--- src/rtl/up_down_counter.sv ---
// up_down_counter: N-bit synchronous up/down counter with enable, terminal count and wrap pulse.
// Define UP_DOWN_COUNTER_SAT_EN to make the counter saturate at its limits instead of wrapping.
`default_nettype none

module up_down_counter #(
   parameter int N = 4
) (
   input  logic         clk,
   input  logic         rst,
   input  logic         enable,
   input  logic         up_down,
   output logic [N-1:0] count,
   output logic         tc,
   output logic         wrap
);

   localparam logic [N-1:0] MAX_COUNT = {N{1'b1}};

   logic at_max;
   logic at_zero;
   logic [N-1:0] count_inc;
   logic [N-1:0] count_dec;

   assign at_max    = (count == MAX_COUNT);
   assign at_zero   = (count == '0);
   assign count_inc = count + {{(N-1){1'b0}}, 1'b1};
   assign count_dec = count - {{(N-1){1'b0}}, 1'b1};

   // tc looks one edge ahead: it is high exactly when the next enabled edge crosses a limit.
   assign tc = enable & (up_down ? at_max : at_zero);

`ifdef UP_DOWN_COUNTER_SAT_EN
   always_ff @(posedge clk) begin
      if (rst) begin
         count <= '0;
      end else if (enable && !tc) begin
         count <= up_down ? count_inc : count_dec;
      end
      wrap <= 1'b0;
   end
`else
   always_ff @(posedge clk) begin
      if (rst) begin
         count <= '0;
         wrap  <= 1'b0;
      end else if (enable) begin
         count <= up_down ? count_inc : count_dec;
         wrap  <= tc;
      end else begin
         wrap  <= 1'b0;
      end
   end
`endif

endmodule

`default_nettype wire

--- config.mk ---
export PLATFORM = sky130hd
export DESIGN_NAME = up_down_counter
export DESIGN_NICKNAME = d
export VERILOG_FILES = /design/src/rtl/up_down_counter.sv
export SDC_FILE = /design/constraint.sdc
export NUM_CORES = 1
export LEC_CHECK = 0
export ABC_AREA = 1
export BUFFER_PORTS_ARGS = -buffer_cell sky130_fd_sc_hd__buf_2
export CORE_AREA = 2 2 39 41
export DETAILED_ROUTE_END_ITERATION = 12
export DIE_AREA = 0 0 41 43
export HOLD_SLACK_MARGIN = 0.1
export MAX_ROUTING_LAYER = met4
export PLACE_DENSITY_LB_ADDON = 0.12
export SYNTH_ARGS = -nofsm -noshare
export SYNTH_HDL_FRONTEND = slang
export SYNTH_SLANG_ARGS = --single-unit
export TNS_END_PERCENT = 5
--- constraint.sdc ---
create_clock -name clk -period 1.4 [get_ports clk]
set_input_delay 0.14 -clock clk [delete_from_list [all_inputs] [get_ports clk]]
set_output_delay 0.14 -clock clk [all_outputs]
set_load 0.05 [all_outputs]
==> impl_metrics.json <==
{
  "cts_root_buf": "clkbuf_4",
  "dp_cells": 71,
  "grt_setup_unrepaired": "no",
  "synth_seq_cells": 5,
  "yosys-top-cells-area": "dfxtp_1 32%, nand2_1 17%, inv_1 8.5%, ha_1 8.1%, nor2_1 7.3%",
  "syn2layout_area_growth_pct": 33.5,
  "rr_endpoint": "count[3]",
  "dieWidth_um": 41,
  "crit_fanout": 6,
  "fin_crit_sh": 0.940,
  "irDropWorstVdd_mv": 0.700,
  "p_total_mw": 0.509,
  "synth-seq-area-share": 0.323,
  "yosysUniqueCellTypes": 15,
  "drt-initial-drc-count": 6,
  "boundaryPins": 10,
  "cp-endpoint": "tc",
  "min_period_ns": 1.32,
  "max_freq_mhz": 760,
  "path_clk_slew_ns": 0.04,
  "hold_viol_final": 0,
  "detail-route-antenna-nets": 0,
  "port_buffers": 9,
  "post-route-drc-count": 0,
  "setup_tns_ns": 0,
  "avgSynthCellArea_sq_um": 6.75,
  "antenna_cells": 0,
  "ys_top_cells_by_count": "14 x nand2_1, 7 x inv_1, 6 x nor2_1",
  "cts_tree": "done",
  "grt_start_max_net_pins": 7,
  "avgViaCountPerCell": 4.16,
  "worst_clock_skew_ns": 0.00261,
  "finalWeightedCongestion": 0.733,
  "clock_latency_ns": 0.24,
  "fillerInstances": 161,
  "die_h_um": 43,
  "powerDensity_nw_per_um2": 1230,
  "first_global_vias": 249,
  "required_ns": 1.26,
  "htree_levels": 1,
  "rows": 14,
  "grt_pass1_wl_um": 1010,
  "status": "finished, final reports clean",
  "clock_sinks": 5,
  "synth_top_area_frac": 0.323,
  "yosysMostFrequentCell": "nand2_1",
  "end_kind": "output port",
  "wl_per_cell_um": 8.73,
  "r2r_slack_ns": 0.19,
  "maxCapViolations": 0,
  "leakagePower_nw": 0.243,
  "path_class": "reg2out",
  "yosysTopAreaCell": "dfxtp_1",
  "setup-violations-final": 0,
  "die-area_sq_um": 1760,
  "drv_slew": 0,
  "reg2regPathDepth": 6,
  "nNetsFinal": 67,
  "antenna_found_initial": 0,
  "track_usage": 0.0904,
  "post-route-util": 0.299,
  "netlist_area_sq_um": 310,
  "drive_gt1_frac": 0.305,
  "routed_wl_um": 655,
  "synth-edff-count": 0,
  "instances_no_fill": 75,
  "initial_core_util": 0.224,
  "r2r-start": "count[2]",
  "ys_async_sr_fraction": 0,
  "syn_nets": 53,
  "synth_cells": 46,
  "cp_data_arrival_time_ns": 1.18,
  "core_area_sq_um": 1380,
  "cts_buffers": 3,
  "tightest_slew_ns": 0.249,
  "maxSlewHeadroom": 0.835,
  "min_path_type": "in2reg",
  "start_kind": "register",
  "ys.flop_type": "dfxtp_1",
  "num_vias": 312,
  "first_pass_iters": 2,
  "yosys_warnings": 0,
  "cp-startpoint": "count[1]",
  "dp_hpwl_um": 511,
  "clock_path_buffers": 2,
  "grt_overflow": 0
}
[per-stage QoR]
| stage | cell area, sq um | worst slack, ns | hold WS (ns) |
|---|---|---|---|
| after floorplan | 313 | -0.0524 | 0.202 |
| after global placement | 378 | 0.131 | 0.377 |
| after detailed placement | 378 | 0.165 | 0.377 |
| after CTS | 407 | 0.0420 | 0.121 |
| after global routing | 414 | 0.0277 | 0.122 |
| final | 414 | 0.0841 | 0.129 |
[where the power goes]
group | internal, mW | switching (mW)
clock network | 0.108 | 0.0575
registers | 0.160 | 0.0216
logic | 0.0530 | 0.109
total | 0.321 | 0.188
[registers in the layout (all words and copies together) (netlist names)]
name,cells
count,4
wrap,1
[metal layers]
metal,GRT usage,part of all wire,up-vias
li1,-,-,166
met1,0.103,0.46,140
met2,0.119,0.49,6
met3,0.0785,0.047,0
met4,0.0200,0,0
met5,-,0,-
[cell families (layout without fill, tap and decap cells)]
logic type,count (synthesis),count (layout),synth area share
flip-flops,5,5,0.323
XOR/XNOR,2,2,0.0565
AND/OR/NAND/NOR,25,25,0.331
adder cells (fa/ha/maj),3,3,0.145
buffers and inverters,8,21,0.0968
AO/OA/AOI/OAI,3,3,0.0484
[worst max-delay path: stages, from the launching register on]
cell and delay (ns):
dfxtp_2 0.35, nor3_2 0.17, nand2_1 0.06, nand2_1 0.06
nand2_1 0.06, inv_1 0.05, buf_4 0.18
[area by class of cell]
type | count | area [sq um] | share of cell area
multi-input cells | 33 | 185 | 0.447
flip-flops and latches | 5 | 105 | 0.254
repair buffers | 9 | 47.5 | 0.115
inverters | 8 | 30.0 | 0.0725
clock buffers | 4 | 26.3 | 0.0634
well taps | 16 | 20.0 | 0.0483
[worst min path at each step]
stage | depth (start not counted) | slack, ns | startpoint | endpoint
3_5_place_dp | 2 | 0.38 | rst | count[1]
3_3_place_gp | 2 | 0.38 | rst | count[1]
2_1_floorplan | 1 | 0.20 | rst | count[1]
4_1_cts | 2 | 0.12 | rst | wrap
5_1_grt | 2 | 0.12 | rst | count[0]
6_report | 2 | 0.13 | rst | count[0]
[layout by cell type (no fill, tap or decap), types with 2 or more instances in the layout]
cell	netlist	final
inv_1	7	7
nand2_1	14	14
nor2_1	6	6
buf_2	0	8
dfxtp_2	0	4
nand3_1	2	2
a21oi_1	2	2
clkbuf_4	0	3
ha_1	2	2
[repair_timing]
action,4_1_cts,5_1_grt
hold buffers,0,0
resized for setup,1,3
setup buffers,0,0
setup endpoints to repair,1,1
Note: power is estimated with default switching activity, not from simulation.
